===== config.mk =====
export PLATFORM = sky130hd
export DESIGN_NAME = step_rate_scheduler_flat
export DESIGN_NICKNAME = d
export VERILOG_FILES = /design/src/rtl/step_rate_scheduler_if.sv /design/src/rtl/step_rate_scheduler.sv /design/src/flat_wrapper.sv
export SDC_FILE = /design/constraint.sdc
export NUM_CORES = 1
export LEC_CHECK = 0
export ABC_AREA = 1
export CORE_UTILIZATION = 54
export DETAILED_ROUTE_END_ITERATION = 8
export GPL_ROUTABILITY_DRIVEN = 1
export PLACE_DENSITY = 0.77
export SLEW_MARGIN = 20
export SYNTH_ARGS = -nofsm -noshare
export SYNTH_HDL_FRONTEND = slang
export SYNTH_SLANG_ARGS = --single-unit
export TNS_END_PERCENT = 20

===== constraint.sdc =====
create_clock -name clk -period 3.45 [get_ports clk]
set_clock_uncertainty 0.15 [all_clocks]
set_input_delay 0.5175 -clock clk [delete_from_list [all_inputs] [get_ports clk]]
set_output_delay 0.5175 -clock clk [all_outputs]
set_load 0.02 [all_outputs]

===== src/rtl/step_rate_scheduler_if.sv =====
// Control and status bundle between the speed selector side (master) and the stepper scheduler (slave).
interface step_rate_scheduler_if;
    logic       enable;
    logic       dir;
    logic       estop;
    logic [3:0] target_speed;
    logic [3:0] coils;
    logic       step_tick;
    logic [3:0] cur_speed;
    logic       at_speed;
    logic       moving;

    modport master (
        output enable, dir, estop, target_speed,
        input  coils, step_tick, cur_speed, at_speed, moving
    );

    modport slave (
        input  enable, dir, estop, target_speed,
        output coils, step_tick, cur_speed, at_speed, moving
    );
endinterface


===== src/rtl/step_rate_scheduler.sv =====
// Stepper step-rate scheduler: ramped level control, phase-accumulator step ticks and coil sequencing.
// Define HALF_STEP_EN to select the 8-entry half-step coil sequence instead of the 4-entry full-step one.
module step_rate_scheduler #(
    parameter int STEP_DIV   = 500000,
    parameter int ACC_W      = 20,
    parameter int RAMP_STEPS = 8
) (
    input  logic                 clk,
    input  logic                 rst,
    step_rate_scheduler_if.slave bus
);
`ifdef HALF_STEP_EN
    localparam int IDX_W = 3;
`else
    localparam int IDX_W = 2;
`endif
    localparam int RC_W = $clog2(RAMP_STEPS + 1);

    typedef enum logic [1:0] {IDLE, ACCEL, RUN, DECEL} state_t;

    state_t           state_q, state_d;
    logic [ACC_W-1:0] acc_q, acc_d;
    logic [RC_W-1:0]  ramp_cnt_q, ramp_cnt_d;
    logic [2:0]       cur_speed_q, cur_speed_d;
    logic [IDX_W-1:0] coil_idx_q, coil_idx_d;
    logic             dir_l_q, dir_l_d;
    logic             step_tick_q, step_tick_d;
    logic [3:0]       coils_q, coils_d;
    logic             at_speed_q, at_speed_d;
    logic             moving_q, moving_d;

    logic [2:0]       tgt;
    logic [2:0]       speed_up, speed_dn;
    logic             stop_goal, tick, ramp_event;
    logic [ACC_W-1:0] acc_sum;
    logic [RC_W-1:0]  ramp_inc;

    function automatic logic [3:0] coil_pattern(input logic [IDX_W-1:0] idx);
`ifdef HALF_STEP_EN
        case (idx)
            3'd0:    return 4'b1000;
            3'd1:    return 4'b1100;
            3'd2:    return 4'b0100;
            3'd3:    return 4'b0110;
            3'd4:    return 4'b0010;
            3'd5:    return 4'b0011;
            3'd6:    return 4'b0001;
            default: return 4'b1001;
        endcase
`else
        case (idx)
            2'd0:    return 4'b1100;
            2'd1:    return 4'b0110;
            2'd2:    return 4'b0011;
            default: return 4'b1001;
        endcase
`endif
    endfunction

    assign tgt        = (bus.target_speed > 4'd6) ? 3'd6 : bus.target_speed[2:0];
    assign stop_goal  = !bus.enable || (tgt == 3'd0) || (bus.dir != dir_l_q);
    assign acc_sum    = acc_q + ACC_W'(cur_speed_q);
    assign tick       = (state_q != IDLE) && (acc_sum >= ACC_W'(STEP_DIV));
    assign ramp_inc   = ramp_cnt_q + RC_W'(1);
    assign ramp_event = tick && (state_q != RUN) && (ramp_inc == RC_W'(RAMP_STEPS));
    assign speed_up   = cur_speed_q + 3'd1;
    assign speed_dn   = cur_speed_q - 3'd1;

    // Direction is only latched on leaving IDLE, so a reversal request reads as a stop goal until speed 0.
    always_comb begin
        state_d     = state_q;
        acc_d       = acc_q;
        ramp_cnt_d  = ramp_cnt_q;
        cur_speed_d = cur_speed_q;
        coil_idx_d  = coil_idx_q;
        dir_l_d     = dir_l_q;
        step_tick_d = 1'b0;

        if (bus.estop) begin
            state_d = IDLE;
        end else if (state_q == IDLE) begin
            if (bus.enable && (tgt != 3'd0)) begin
                state_d     = ACCEL;
                dir_l_d     = bus.dir;
                cur_speed_d = 3'd1;
            end
        end else begin
            step_tick_d = tick;
            acc_d       = tick ? (acc_sum - ACC_W'(STEP_DIV)) : acc_sum;
            if (tick) begin
                coil_idx_d = dir_l_q ? (coil_idx_q + IDX_W'(1)) : (coil_idx_q - IDX_W'(1));
            end
            if (tick && (state_q != RUN)) begin
                ramp_cnt_d = ramp_event ? '0 : ramp_inc;
            end
            case (state_q)
                ACCEL: begin
                    if (stop_goal || (tgt < cur_speed_q)) begin
                        state_d = DECEL;
                    end else if (tgt == cur_speed_q) begin
                        state_d = RUN;
                    end else if (ramp_event) begin
                        cur_speed_d = speed_up;
                        if (speed_up == tgt) state_d = RUN;
                    end
                end
                RUN: begin
                    if (stop_goal || (tgt < cur_speed_q)) state_d = DECEL;
                    else if (tgt > cur_speed_q)           state_d = ACCEL;
                end
                DECEL: begin
                    if (ramp_event) begin
                        cur_speed_d = speed_dn;
                        if (speed_dn == 3'd0)                    state_d = IDLE;
                        else if (!stop_goal && (speed_dn == tgt)) state_d = RUN;
                    end else if (!stop_goal && (cur_speed_q == tgt)) begin
                        state_d = RUN;
                    end
                end
                default: state_d = IDLE;
            endcase
            if (state_d == RUN) ramp_cnt_d = '0;
        end

        if (state_d == IDLE) begin
            acc_d       = '0;
            ramp_cnt_d  = '0;
            cur_speed_d = '0;
            coil_idx_d  = '0;
        end

        coils_d    = (state_d == IDLE) ? 4'b0000 : coil_pattern(coil_idx_d);
        at_speed_d = (state_d == RUN);
        moving_d   = (state_d != IDLE);
    end

    always_ff @(posedge clk) begin
        if (!rst) begin
            state_q     <= IDLE;
            acc_q       <= '0;
            ramp_cnt_q  <= '0;
            cur_speed_q <= '0;
            coil_idx_q  <= '0;
            dir_l_q     <= 1'b1;
            step_tick_q <= 1'b0;
            coils_q     <= 4'b0000;
            at_speed_q  <= 1'b0;
            moving_q    <= 1'b0;
        end else begin
            state_q     <= state_d;
            acc_q       <= acc_d;
            ramp_cnt_q  <= ramp_cnt_d;
            cur_speed_q <= cur_speed_d;
            coil_idx_q  <= coil_idx_d;
            dir_l_q     <= dir_l_d;
            step_tick_q <= step_tick_d;
            coils_q     <= coils_d;
            at_speed_q  <= at_speed_d;
            moving_q    <= moving_d;
        end
    end

    assign bus.coils     = coils_q;
    assign bus.step_tick = step_tick_q;
    assign bus.cur_speed = {1'b0, cur_speed_q};
    assign bus.at_speed  = at_speed_q;
    assign bus.moving    = moving_q;
endmodule

===== src/flat_wrapper.sv =====
// flat-port wrapper written by rule: the top's interface ports become plain ports
module step_rate_scheduler_flat 
#(
    parameter int STEP_DIV   = 500000,
    parameter int ACC_W      = 20,
    parameter int RAMP_STEPS = 8
)
  (clk, rst, bus_enable, bus_dir, bus_estop, bus_target_speed, bus_coils, bus_step_tick, bus_cur_speed, bus_at_speed, bus_moving);
  step_rate_scheduler_if bus_i ();
  input  logic clk;
  input  logic rst;
  input wire logic [$bits(bus_i.enable)-1:0] bus_enable;
  input wire logic [$bits(bus_i.dir)-1:0] bus_dir;
  input wire logic [$bits(bus_i.estop)-1:0] bus_estop;
  input wire logic [$bits(bus_i.target_speed)-1:0] bus_target_speed;
  output wire logic [$bits(bus_i.coils)-1:0] bus_coils;
  output wire logic [$bits(bus_i.step_tick)-1:0] bus_step_tick;
  output wire logic [$bits(bus_i.cur_speed)-1:0] bus_cur_speed;
  output wire logic [$bits(bus_i.at_speed)-1:0] bus_at_speed;
  output wire logic [$bits(bus_i.moving)-1:0] bus_moving;
  assign bus_i.enable = bus_enable;
  assign bus_i.dir = bus_dir;
  assign bus_i.estop = bus_estop;
  assign bus_i.target_speed = bus_target_speed;
  assign bus_coils = bus_i.coils;
  assign bus_step_tick = bus_i.step_tick;
  assign bus_cur_speed = bus_i.cur_speed;
  assign bus_at_speed = bus_i.at_speed;
  assign bus_moving = bus_i.moving;
  step_rate_scheduler #(.STEP_DIV(STEP_DIV), .ACC_W(ACC_W), .RAMP_STEPS(RAMP_STEPS)) u_core (.clk(clk), .rst(rst), .bus(bus_i));
endmodule

Yosys cells after proc, flatten, opt, wreduce, memory -nomap -nowiden
Index checks and enable logic that the tools add are counted.

storage, ports and cells
  register bits = 39
  bits of input ports = 9
  word-level logic and storage cells = 104
  output and inout port bits = 11

cells by class
  reductions and logical operators = 27
  order comparisons = 4
  equal/unequal tests = 19
  bitwise operators = 3
  muxes and demuxes = 34
  add/subtract/negate cells = 7

operators by type and width
  kind                      number
  $mux W2                   20
  $mux W3                   7
  $add A20 B3 Y20           1
  $ge A20 B19 Y1 const B    1
  $mux W20                  1
  $sub A20 B19 Y20 const B  1
  $eq A3 B3 Y1              4
  $mux W4                   3
  $pmux W4 S3               1
  $eq A2 B2 Y1 const B      5
  $reduce_and A7 Y1         1
  $logic_and A1 B1 Y1       6
  $logic_not A2 Y1          3
  $logic_not A3 Y1          2
  $ne A3 B1 Y1 const B      2
  $ne A3 B2 Y1 const B      2
  $pmux W2 S3               1
  $pmux W3 S2               1
  $reduce_and A3 Y1         2
  $reduce_bool A2 Y1        3
  $reduce_bool A3 Y1        2
  $add A4 B1 Y4 const B     1
  $eq A2 B1 Y1 const B      2
  $eq A4 B4 Y1 const B      1
  other kinds (15)          21

Logic depth before layout (Yosys ltp)
Gate-level depths: netlist of run 1.

  depth in word-level cells = 19
  gate-level depth with buffers = 25
  mapped depth without buffers = 25

Worst setup path before layout of run 1
Ideal clock, no wire load.

  kind = reg-to-reg
  start point = register u_core.cur_speed_q[0]
  end point = register u_core.coils_q[0] (netlist: u_core.bus.coils[0])
  required time = 3186 ps
  cell stages (with the launch flop) = 24
  data arrival time = 3079 ps
  buffers on the path = 0
  setup slack = 107 ps
  cells stage by stage = dfxtp_1 > ha_1 > fa_1 > nand3_1 > nand2_2 > nand2_2 > nor2_1 > nand2_1 > nand2_1 > nand2_1 > nand2_1 > nor2_2 > nand2_1 > nand3_4 > nand4_1 > a21boi_1 > nand3_2 > nand2_2 > nand3_2 > nand2_1 > inv_1 > ha_1 > nor2_1 > nor2_2

on the way
  cells in the longest elaborated chain, start to end = 17

ends and longest elaborated chain
  element                               RTL line                    text
  start: declaration                    step_rate_scheduler.sv:24   logic [2:0] cur_speed_q, cur_speed_d;
  start signal: assignment              step_rate_scheduler.sv:153  cur_speed_q <= cur_speed_d;
  $add A20 B3 Y20                       step_rate_scheduler.sv:62   assign acc_sum = acc_q + ACC_W'(cur_speed_q);
  $ge A20 B19 Y1                        step_rate_scheduler.sv:63   assign tick = (state_q != IDLE) && (acc_sum >= ACC_W'(STEP_DIV));
  $logic_and A1 B1 Y1                   step_rate_scheduler.sv:63
  $logic_and A1 B1 Y1 (2 in series)     step_rate_scheduler.sv:65   assign ramp_event = tick && (state_q != RUN) && (ramp_inc == RC_W'(RAMP_STEPS));
  $mux W2                               step_rate_scheduler.sv:102  end else if (ramp_event) begin
  $mux W2                               step_rate_scheduler.sv:100  end else if (tgt == cur_speed_q) begin
  $mux W2                               step_rate_scheduler.sv:98   if (stop_goal || (tgt < cur_speed_q)) begin
  $pmux W2 S3                           step_rate_scheduler.sv:96   case (state_q)
  $mux W2                               step_rate_scheduler.sv:81   end else if (state_q == IDLE) begin
  $mux W2                               step_rate_scheduler.sv:79   if (bus.estop) begin
  $mux W2                               step_rate_scheduler.sv:81
  $mux W2                               step_rate_scheduler.sv:79
  $logic_not A2 Y1                      step_rate_scheduler.sv:125  if (state_d == IDLE) begin
  $mux W2 *                             step_rate_scheduler.sv:125
  named net u_core.coil_idx_d[0]        step_rate_scheduler.sv:25   logic [IDX_W-1:0] coil_idx_q, coil_idx_d;
  $eq A2 B2 Y1 (tied with other cells)  step_rate_scheduler.sv:51   case (idx)
  $pmux W4 S3 *                         step_rate_scheduler.sv:51
  end signal: assignment                step_rate_scheduler.sv:157  coils_q <= coils_d;
  end: declaration                      step_rate_scheduler.sv:28   logic [3:0] coils_q, coils_d;

Mark *: on every way through the listed nets, which the timed path passes. The rest lies on a longest branch. The select of a mux whose other input is x is not followed.
A chain may end at the register's enable or synchronous reset.

Final worst setup path of run 1
  start point = register u_core.acc_q[2]
  end point = register u_core.coils_q[0] (netlist: u_core.bus.coils[0])

on the way
  cells in the longest elaborated chain, start to end = 17

ends and longest elaborated chain
  element                               RTL line                    text
  start: declaration                    step_rate_scheduler.sv:22   logic [ACC_W-1:0] acc_q, acc_d;
  start signal: assignment              step_rate_scheduler.sv:140  acc_q <= '0;
  start signal: assignment              step_rate_scheduler.sv:151  acc_q <= acc_d;
  $add A20 B3 Y20 *                     step_rate_scheduler.sv:62
  $ge A20 B19 Y1 *                      step_rate_scheduler.sv:63
  $logic_and A1 B1 Y1 *                 step_rate_scheduler.sv:63
  $logic_and A1 B1 Y1 (2 in series)     step_rate_scheduler.sv:65
  $mux W2                               step_rate_scheduler.sv:102
  $mux W2                               step_rate_scheduler.sv:100
  $mux W2                               step_rate_scheduler.sv:98
  $pmux W2 S3                           step_rate_scheduler.sv:96
  $mux W2                               step_rate_scheduler.sv:81
  $mux W2                               step_rate_scheduler.sv:79
  $mux W2                               step_rate_scheduler.sv:81
  $mux W2                               step_rate_scheduler.sv:79
  $logic_not A2 Y1                      step_rate_scheduler.sv:125
  $mux W2 *                             step_rate_scheduler.sv:125
  named net u_core.coil_idx_d[0]        step_rate_scheduler.sv:25
  $eq A2 B2 Y1 (tied with other cells)  step_rate_scheduler.sv:51
  $pmux W4 S3 *                         step_rate_scheduler.sv:51

Marked as above.

==> results of run 1 <==
-- cells in the mapped netlist, types with 4 or more instances --
cell,n
nand2_1,133
a21oi_2,14
nand2_2,8
or2_2,4
o21ai_0,9
xnor2_1,8
nand3_1,32
xor2_1,13
a21oi_1,16
dfxtp_1,39
inv_1,57
ha_1,15
nand4_1,13
nor2_1,55
nor3_1,5
nor2_2,21
clkbuf_1,4
nand3_2,5
-- path summary, 6_finish.rpt --
kind	depth (start not counted)	slack [ps]	to	from
worst max-delay path	21	170	u_core.bus.coils[0]$_SDFF_PP0_	u_core.acc_q[2]$_SDFFE_PP0P_
worst min-delay path	2	330	u_core.acc_q[0]$_SDFFE_PP0P_	u_core.acc_q[0]$_SDFFE_PP0P_
worst max register to register	21	170	u_core.bus.coils[0]$_SDFF_PP0_	u_core.acc_q[2]$_SDFFE_PP0P_
worst min register to register	2	330	u_core.acc_q[0]$_SDFFE_PP0P_	u_core.acc_q[0]$_SDFFE_PP0P_
-- per-stage QoR --
stage	cells	hold WS (ps)	cell area, µm²	power, mW
floorplan	481	303	3110	0.553
global placement	578	311	3450	0.595
detailed placement	578	313	3450	0.597
CTS	586	326	3580	0.944
global route	594	348	3730	0.991
finish	594	328	3730	0.945
-- metal layers --
layer	share of wire (%)	routed length, µm	track usage, %
met4	1.3	99	7.55
met2	46	3380	41.1
met3	4.5	331	4.24
met5	0	0	0
met1	48	3570	33.5
-- layout make-up --
type | instances | area [µm²]
clock buffer | 7 | 96.3
clock inverter | 1 | 7.51
fill | 492 | 1810
inverter | 59 | 221
multi-input combinational | 373 | 2150
sequential | 39 | 781
tap | 72 | 90.1
timing repair buffer | 43 | 384
-- timing repair --
item | in CTS | in global routing
setup endpoints to repair | 3 | 32
pin swaps | 0 | 12
setup buffers | 0 | 8
resized for setup | 4 | 25
-- state kept, by name, indices dropped and copies added, names as in the netlist --
name	count
u_core.acc_q	20
u_core.bus.coils	4
u_core.ramp_cnt_q	4
u_core.cur_speed_q	3
u_core.coil_idx_q	2
u_core.state_q	2
u_core.bus.at_speed	1
u_core.bus.moving	1
u_core.bus.step_tick	1
u_core.dir_l_q	1
-- cell families after synthesis --
kind of cell	synth area share [%]
XOR/XNOR	5.92
adder cells (fa/ha/maj)	6.68
buffers and inverters	9.26
flip-flops	25.1
AO/OA/AOI/OAI	10.8
AND/OR/NAND/NOR	42.1
other	0.121
-- worst max-delay path, stage by stage (launching register included) --
cell and delay [ps]:
dfxtp_1 320, ha_2 380, inv_1 60, nand2_1 110, nand3_2 170, o21ai_1 260
nand2_1 160, nor2_2 150, nand2_2 100, nand3_2 100, nand3_4 130, nand3_4 100
nand2_1 70, nand3_1 100, nand3_1 100, nand2_2 100, nand3_4 100, nand2_4 110
inv_1 70, ha_1 190, nor2_1 120, nor2_2 50
-- where the power goes --
| part | internal [mW] | switching (mW) | leakage (nW) |
|---|---|---|---|
| registers | 0.456 | 0.00669 | 0.315 |
| logic | 0.0538 | 0.0784 | 1.26 |
| clock network | 0.182 | 0.168 | 0.0505 |
| total | 0.692 | 0.253 | 1.63 |
==> summary.md, run 1 <==
| Metric | Value |
|---|---|
| Leakage | `1.63 nW` |
| Crit end category | `flip-flop` |
| Post-Place Setup Slack | `-90.1 ps` |
| Most frequent cells in the layout | `124 x nand2_1, 57 x inv_1, 51 x nor2_1` |
| Hpwl dp | `5.49 mm` |
| Final setup viols | `0` |
| Vias in the first global route | `2787` |
| Share of Yosys cell area claimed by the top area cell type | `25.1%` |
| Clock buffer depth | `2` |
| Initial DRT Pass Iterations | `5` |
| Global-route wire length before repair | `12.3 mm` |
| N_diodes | `0` |
| DR vias/cell | `5.27` |
| # nets final | `546` |
| Max IR drop VDD | `205 µV` |
| Initial cell density of the core | `56.1%` |
| Number of flops mapped to enable cells by yosys | `0` |
| # rows | `27` |
| CTS hold repair buffers | `0` |
| Overflow after GRT | `0` |
| Worst-Skew Late Latency | `300 ps` |
| Largest area contributor in the netlist | `dfxtp_1` |
| Clock slew at reported path FFs | `80 ps` |
| Max-Cap Viols | `0` |
| Post-synth ARST share | `0%` |
| Number of distinct library cells after synthesis | `36` |
| Fmax achieved | `305 MHz` |
| Worst setup margin | `170 ps` |
| Most common cell after layout, fill and taps aside | `nand2_1` |
| Final worst path period share | `95.1%` |
| Area contributors post-synth | `dfxtp_1 25%, nand2_1 16%, inv_1 6.9%, nor2_1 6.6%, ha_1 6.0%` |
| Layout cell share with drive strength beyond 1 | `21.5%` |
| CTS tree | `yes` |
| PortBufs | `18` |
| Seq cells post-synth | `39` |
| CTS Buf Count | `5` |
| P&R area growth vs syn | `20.2%` |
| Horiz. Die Dim | `77.9 µm` |
| Status | `complete, no violations` |
| Final-report hold violation count | `0` |
| All-Layer GR Usage | `25.1%` |
| I/O Pins | `20` |
| Synthesized area | `0.00311 mm²` |
| WP data arrival | `3320 ps` |
| Sequential area share after synthesis | `25.1%` |
| Antenna viol nets, final | `0` |
| Final Max Slew Viols | `0` |
| DRC viols | `0` |
| Post-route setup TNS | `0 ps` |
| Total wire length | `7.38 mm` |
| Largest net degree at the start of global routing | `31` |
| Avg Cell Area, Syn | `6.46 µm²` |
| Mapped Cells | `481` |
| Pwr/cell area | `253 mW/mm²` |
| Synth Net Count | `506` |
| Synth Warn # | `0` |
| Clock sinks | `39` |
| Crit path kind | `flip-flop to flip-flop` |
| Initial antenna violation count | `0` |
| Die Y | `77.9 µm` |
| DIE AREA | `0.00606 mm²` |
| Worst min-delay path class | `flip-flop to flip-flop` |
| Final min period | `3280 ps` |
| Placer congestion estimate | `0.915` |
| Routed length per placed instance | `12.4 µm` |
| Crit path required time | `3490 ps` |
| CTS Root Cell | `clkbuf_8` |
| CORE AREA | `0.00554 mm²` |
| Maximum fanout along the worst path | `7` |
| Htree depth | `2` |
| Iter 0 DRT Violations | `262` |
| Layout Utilization | `67.4%` |
| Startpoint class of the critical path | `flip-flop` |
| Synth Flop Type | `dfxtp_1` |
| Vias | `3133` |
Power figures use the tool's default switching activity.
==> run 2, diff against run 1 <==
--- a/config.mk
+++ b/config.mk
@@ -7,6 +7,7 @@
 export LEC_CHECK = 0
 export ABC_AREA = 1
 export CORE_UTILIZATION = 54
+export CTS_CLUSTER_DIAMETER = 200
 export DETAILED_ROUTE_END_ITERATION = 8
 export GPL_ROUTABILITY_DRIVEN = 1
 export PLACE_DENSITY = 0.77
==> constraint.sdc (replaced) <==
create_clock -name clk -period 3.45 [get_ports clk]
set_clock_uncertainty 0.15 [all_clocks]
set_input_delay 0.69 -clock clk [delete_from_list [all_inputs] [get_ports clk]]
set_output_delay 0.69 -clock clk [all_outputs]
set_load 0.02 [all_outputs]
==> run 2 against run 1 <==
Sequential power is essentially flat. Sequential share of layout area decreased by 0.51 points. Combinational power grew 6%. Die area unchanged. Clock power grew 35%. Utilization grew 1.9 points. First-iteration DRC count down 23%. Cell area is 2.8% higher. Global-route usage is 1.1 points higher. Critical path type unchanged. Largest power group is now clock.
==> summary.md, run 2 (synthesized netlist as in run 1, its figures left out) <==
| Metric | Value |
|---|---|
| Largest net degree at the start of global routing | `31 (unchanged)` |
| Hpwl dp | `5.57 mm (+1.4%)` |
| CTS tree | `yes` |
| Htree depth | `2 (unchanged)` |
| Maximum fanout along the worst path | `8 (+1)` |
| # nets final | `554 (+1.5%)` |
| Final-report hold violation count | `0 (unchanged)` |
| Vias in the first global route | `2882 (+3.4%)` |
| Initial antenna violation count | `0 (unchanged)` |
| Final setup viols | `0 (unchanged)` |
| CORE AREA | `0.00554 mm² (unchanged)` |
| DR vias/cell | `5.22 (-0.98%)` |
| Pwr/cell area | `280 mW/mm² (+11%)` |
| Die Y | `77.9 µm (unchanged)` |
| Crit path required time | `3500 ps (about the same)` |
| Max IR drop VDD | `240 µV (+17%)` |
| Hold path start | `u_core.ramp_cnt_q[3]$_SDFFE_PP0P_` |
| Layout Utilization | `69.3% (+1.9 points)` |
| Most frequent cells in the layout | `125 x nand2_1, 57 x inv_1, 50 x nor2_1` |
| Fmax achieved | `303 MHz (-0.59%)` |
| Worst-Skew Late Latency | `300 ps (about the same)` |
| Hold path endpoint | `u_core.ramp_cnt_q[3]$_SDFFE_PP0P_` |
| Crit end category | `flip-flop` |
| Layout cell share with drive strength beyond 1 | `23.2% (+1.8 points)` |
| Total power draw | `1.08 mW (+14%)` |
| CTS Buf Count | `5 (unchanged)` |
| Top sig layer | `met4` |
| FF-to-FF setup slack | `150 ps (-20 ps)` |
| CTS Root Cell | `clkbuf_8` |
| Most flop-heavy register | `u_core.acc_q` |
| FF+latch area | `783 µm² (+0.32%)` |
| RR Startpoint | `u_core.acc_q[0]$_SDFFE_PP0P_` |
| Max-Cap Viols | `0 (unchanged)` |
| Worst min-delay path class | `flip-flop to flip-flop` |
| WP data arrival | `3350 ps (+30 ps)` |
| # fillers | `479 (-2.6%)` |
| CTS hold repair buffers | `0 (unchanged)` |
| P&R area growth vs syn | `23.6%` |
| Area of the multi-input gates | `0.00216 mm² (+0.12%)` |
| Final min period | `3300 ps (+19.3 ps)` |
| Overflow after GRT | `0 (unchanged)` |
| Final hold slack | `339 ps (+11.1 ps)` |
| Global-route wire length before repair | `12.9 mm (+4.3%)` |
| Worst setup margin | `151 ps (-19.3 ps)` |
| Final worst path period share | `95.6% (+0.56 points)` |
| # rows | `27 (unchanged)` |
| Met2 wire length | `3.72 mm (+10%)` |
| Total wire length | `7.73 mm (+4.8%)` |
| DIE AREA | `0.00606 mm² (unchanged)` |
| RR Endpoint | `u_core.bus.coils[0]$_SDFF_PP0_` |
| Most common cell after layout, fill and taps aside | `nand2_1` |
| Crit path kind | `flip-flop to flip-flop` |
| Non-Filler Instances | `602 (+1.3%)` |
| Leakage | `1.68 nW (+2.9%)` |
| Initial cell density of the core | `56.1% (unchanged)` |
| N_diodes | `0 (unchanged)` |
| Hold Path Depth | `2 (unchanged)` |
| Post-Place Setup Slack | `-281 ps (-191 ps)` |
| All-Layer GR Usage | `26.2% (+1.1 points)` |
| Max reg flops | `20 (unchanged)` |
| Startpoint class of the critical path | `flip-flop` |
| WL met1 | `3.47 mm (-2.7%)` |
| Placer congestion estimate | `0.925 (+1.0%)` |
| Initial DRT Pass Iterations | `5 (unchanged)` |
| Antenna viol nets, final | `0 (unchanged)` |
| Clock buffer depth | `2 (unchanged)` |
| Vias | `3144 (+0.35%)` |
| Clock slew at reported path FFs | `80 ps (about the same)` |
| Register-to-Register Path Depth | `24 (+14%)` |
| Horiz. Die Dim | `77.9 µm (unchanged)` |
| I/O Pins | `20 (unchanged)` |
| Status | `complete, no violations` |
| Met3 wire len | `450 µm (+36%)` |
| Clock sinks | `39 (unchanged)` |
| PortBufs | `18 (unchanged)` |
| DRC viols | `0 (unchanged)` |
| Final Max Slew Viols | `0 (unchanged)` |
| Iter 0 DRT Violations | `203 (-23%)` |
| Routed length per placed instance | `12.8 µm (+3.4%)` |
| Dpl cells | `589 (+1.9%)` |
run 2: cell types whose count changed in the layout (fill, tap and decap cells not counted), sizes merged:
cell / previous run / this run
clkbuf: 7 / 5
buf: 25 / 33
bufinv: 0 / 2
run 2: critical path: stages, from the launching register on:
cell and delay, ps:
dfxtp_2 340, ha_4 170, fa_2 370, nand3_2 110, nand2_4 110, nand2_4 100, nor2_1 40, nand2_1 50
nand2_1 110, inv_1 100, nor2_1 50, nor2_2 130, nand2_1 100, nand3_4 110, nand3_4 100, nand2_1 90
nand3_1 90, nand3_1 100, nand2_1 80, nand3_2 120, nand2_2 80, buf_4 140, ha_1 210, nor2_2 110
nor2_2 50
run 2: layer usage:
| layer | vias to the layer above | track usage [%] |
|---|---|---|
| met3 | 11 | 2.94 |
| met2 | 88 | 44.4 |
| li1 | 1630 | - |
| met5 | - | 0 |
| met1 | 1415 | 34.8 |
| met4 | 0 | 7.36 |
run 2: per-stage QoR:
step                      area (µm²)  TNS [ps]
after floorplan                 3110         0
after global placement          3550      -280
after detailed placement        3550     -1480
after CTS                       3710         0
after global routing            3840      -117
final                           3840         0
run 2: worst max-delay path by stage:
stage | endpoint | slack [ps] | cells past startpoint | startpoint
floorplan | u_core.bus.coils[0]$_SDFF_PP0_ | 110 | 23 | u_core.cur_speed_q[0]$_SDFFE_PP0P_
global placement | u_core.bus.coils[0]$_SDFF_PP0_ | -120 | 19 | bus_target_speed[3]
detailed placement | u_core.bus.coils[0]$_SDFF_PP0_ | -280 | 19 | bus_target_speed[3]
CTS | u_core.bus.coils[0]$_SDFF_PP0_ | 0.4 | 23 | u_core.cur_speed_q[0]$_SDFFE_PP0P_
global route | u_core.bus.coils[0]$_SDFF_PP0_ | -80 | 19 | bus_target_speed[3]
finish | u_core.bus.coils[0]$_SDFF_PP0_ | 150 | 24 | u_core.acc_q[0]$_SDFFE_PP0P_
run 2: final cells by class:
class	instances	area share, %
Clock inverter	3	1.76
Inverter	59	5.77
Timing Repair Buffer	51	11.8
Clock buffer	5	1.79
Sequential cell	39	20.4
Tap cell	72	2.35
Multi-Input combinational cell	373	56.2
run 2: repair_timing:
action,4_1_cts,5_1_grt
endpoints found under the setup margin,3,32
pin swaps,2,9
setup buffers,1,4
gates resized for setup,3,28
run 2: power breakdown:
part / internal (mW) / switching (mW)
Clock: 0.289 / 0.183
Combinational: 0.0607 / 0.0797
Sequential: 0.456 / 0.00690
Total: 0.806 / 0.270
==> run 3, diff against run 2 <==
--- a/config.mk
+++ b/config.mk
@@ -6,11 +6,12 @@
 export NUM_CORES = 1
 export LEC_CHECK = 0
 export ABC_AREA = 1
-export CORE_UTILIZATION = 54
+export CAP_MARGIN = 20
+export CORE_UTILIZATION = 55
 export CTS_CLUSTER_DIAMETER = 200
 export DETAILED_ROUTE_END_ITERATION = 8
 export GPL_ROUTABILITY_DRIVEN = 1
-export PLACE_DENSITY = 0.77
+export PLACE_DENSITY = 0.75
 export SLEW_MARGIN = 20
 export SYNTH_ARGS = -nofsm -noshare
 export SYNTH_HDL_FRONTEND = slang
==> constraint.sdc (replaced) <==
create_clock -name clk -period 4 [get_ports clk]
set_clock_uncertainty 0.15 [all_clocks]
set_input_delay 0.8 -clock clk [delete_from_list [all_inputs] [get_ports clk]]
set_output_delay 0.8 -clock clk [all_outputs]
set_load 0.02 [all_outputs]
==> run 3 against run 2 <==
Global-route usage shrank 0.86 points. Die area shrank 1.8%. Register-to-register slack improved by 210 ps. First-iteration DRC count decreased by 11%. Setup slack gained 210 ps. Cell area down 9.7%. Clock power is 41% lower. Largest power group is now registers.
==> summary.md, run 3 (synthesized netlist as in run 1, its figures left out) <==
| Metric | Value |
|---|---|
| CORE AREA | `0.00547 mm² (-1.2%)` |
| RSZ-0062 raised after global routing | `false` |
| Final std cell area, no fill | `0.00347 mm² (-9.7%)` |
| Most frequent CP cell | `nand2_1` |
| Final setup viols | `0 (unchanged)` |
| Worst path max stage delay | `410 ps (+40 ps)` |
| Status | `complete, no violations` |
| Global-route wire length before repair | `12.3 mm (-4.6%)` |
| Htree depth | `2 (unchanged)` |
| Most frequent cells in the layout | `132 x nand2_1, 57 x inv_1, 53 x nor2_1` |
| Most flop-heavy register | `u_core.acc_q` |
| I/O Pins | `20 (unchanged)` |
| CTS tree | `yes` |
| Die Y | `77.2 µm (-0.89%)` |
| Iter 0 DRT Violations | `180 (-11%)` |
| Initial cell density of the core | `56.8% (+0.69 points)` |
| Max-Cap Viols | `0 (unchanged)` |
| Slew margin rel. | `65.0%` |
| Crit path kind | `flip-flop to flip-flop` |
| DIE AREA | `0.00596 mm² (-1.8%)` |
| Final min period | `3640 ps (+336 ps)` |
| Crit path required time | `4050 ps (+550 ps)` |
| Final Max Slew Viols | `0 (unchanged)` |
| Initial antenna violation count | `0 (unchanged)` |
| Crit end category | `flip-flop` |
| Layout cell share with drive strength beyond 1 | `14.6% (-8.6 points)` |
| Final-report hold violation count | `0 (unchanged)` |
| Max IR drop VDD | `188 µV (-22%)` |
| Fmax achieved | `275 MHz (-9.2%)` |
| Most common cell after layout, fill and taps aside | `nand2_1` |
| Clock buffer depth | `2 (unchanged)` |
| Top Family by Delay on Critical Path | `simple AND/OR/NAND/NOR gates` |
| All-Layer GR Usage | `25.3% (-0.86 points)` |
| Maximum fanout along the worst path | `8 (unchanged)` |
| # nets final | `525 (-5.2%)` |
| Antenna viol nets, final | `0 (unchanged)` |
| Largest net degree at the start of global routing | `31 (unchanged)` |
| CTS hold repair buffers | `0 (unchanged)` |
| Max reg flops | `20 (unchanged)` |
| DRC viols | `0 (unchanged)` |
| Worst Tran Pin Value | `525 ps` |
| CTS Root Cell | `clkbuf_8` |
| Vias in the first global route | `2794 (-3.1%)` |
| Final worst path period share | `90.9% (-4.7 points)` |
| Slowest-stage cell, CP | `fa_1` |
| Routed length per placed instance | `12.1 µm (-5.7%)` |
| CTS Buf Count | `5 (unchanged)` |
| Clock sinks | `39 (unchanged)` |
| Clock slew at reported path FFs | `80 ps (about the same)` |
| Leakage | `1.49 nW (-11%)` |
| Placed cell area | `0.00337 mm² (-5.1%)` |
| WP buf/inv | `1 (-1)` |
| Initial DRT Pass Iterations | `4 (-1)` |
| Pwr/cell area | `225 mW/mm² (-20%)` |
| Horiz. Die Dim | `77.2 µm (-0.89%)` |
| Startpoint class of the critical path | `flip-flop` |
| WP data arrival | `3680 ps (+330 ps)` |
| # rows | `27 (unchanged)` |
| Vias | `2972 (-5.5%)` |
| Worst min-delay path class | `flip-flop to flip-flop` |
| Placer congestion estimate | `0.923 (-0.24%)` |
| PortBufs | `18 (unchanged)` |
| P&R area growth vs syn | `11.6%` |
| Overflow after GRT | `0 (unchanged)` |
| Hpwl dp | `5.38 mm (-3.3%)` |
| DR vias/cell | `5.19 (-0.69%)` |
| # fillers | `523 (+9.2%)` |
| Post-route setup TNS | `0 ps (unchanged)` |
| Worst-Skew Late Latency | `300 ps (about the same)` |
| Total wire length | `6.94 mm (-10%)` |
| N_diodes | `0 (unchanged)` |
run 3: changes by cell type in the layout (fill, tap and decap cells not counted), sizes merged:
| cell | previous run | this run |
|---|---|---|
| bufinv | 2 | 0 |
| clkinvlp | 1 | 2 |
| buf | 33 | 4 |
| inv | 59 | 60 |
run 3: path summary, 6_finish.rpt:
kind	from	endpoint	slack, ps	cells past startpoint
max reg2reg	u_core.cur_speed_q[0]$_SDFFE_PP0P_	u_core.bus.coils[0]$_SDFF_PP0_	360	25
max	u_core.cur_speed_q[0]$_SDFFE_PP0P_	u_core.bus.coils[0]$_SDFF_PP0_	360	25
min	u_core.acc_q[0]$_SDFFE_PP0P_	u_core.acc_q[0]$_SDFFE_PP0P_	340	2
min reg2reg	u_core.acc_q[0]$_SDFFE_PP0P_	u_core.acc_q[0]$_SDFFE_PP0P_	340	2
run 3: layer usage:
layer  wire length, µm  part of all wire [%]  global-route usage [%]
met5                 0                     0                       0
met4                63                  0.91                    10.2
met1              3280                    47                    31.7
met2              3370                    49                    43.3
met3               224                   3.2                    3.69
run 3: power breakdown:
part           total, mW  internal, mW  switching (mW)
clock network      0.277         0.125           0.152
registers          0.399         0.393         0.00591
logic              0.102        0.0392          0.0631
total              0.778         0.557           0.221
run 3: metrics by stage:
stage          setup slack [ps]  std cells  hold slack (ps)  power (mW)  util [%]
3_5_place_dp                186        565              319       0.511      61.6
6_report                    365        573              336       0.778      63.4
4_1_cts                     335        573              335       0.785      63.3
2_1_floorplan               657        481              303       0.477         -
5_1_grt                    12.0        573              352       0.813      63.4
3_3_place_gp                259        565              310       0.510      61.6
run 3: worst reg2reg max path, delay by kind of cell, from the launching register on:
kind | cells | cell delay (ps)
buffers and inverters | 1 | 70
flip-flops | 1 | 400
AND/OR/NAND/NOR | 21 | 2070
adder cells (fa/ha/maj) | 3 | 870
run 3: layout make-up:
cell class / instances / area, µm² / area share, %
timing repair buffer: 22 / 235 / 6.78
inverter: 59 / 221 / 6.39
clock inverter: 3 / 23.8 / 0.686
multi-input combinational: 373 / 2050 / 59.0
sequential: 39 / 781 / 22.5
tap: 72 / 90.1 / 2.60
clock buffer: 5 / 68.8 / 1.98
run 3: timing repair:
action                                  CTS  global route
endpoints found under the setup margin    0             3
gates resized for setup                   0             2
buffers inserted                          0             0
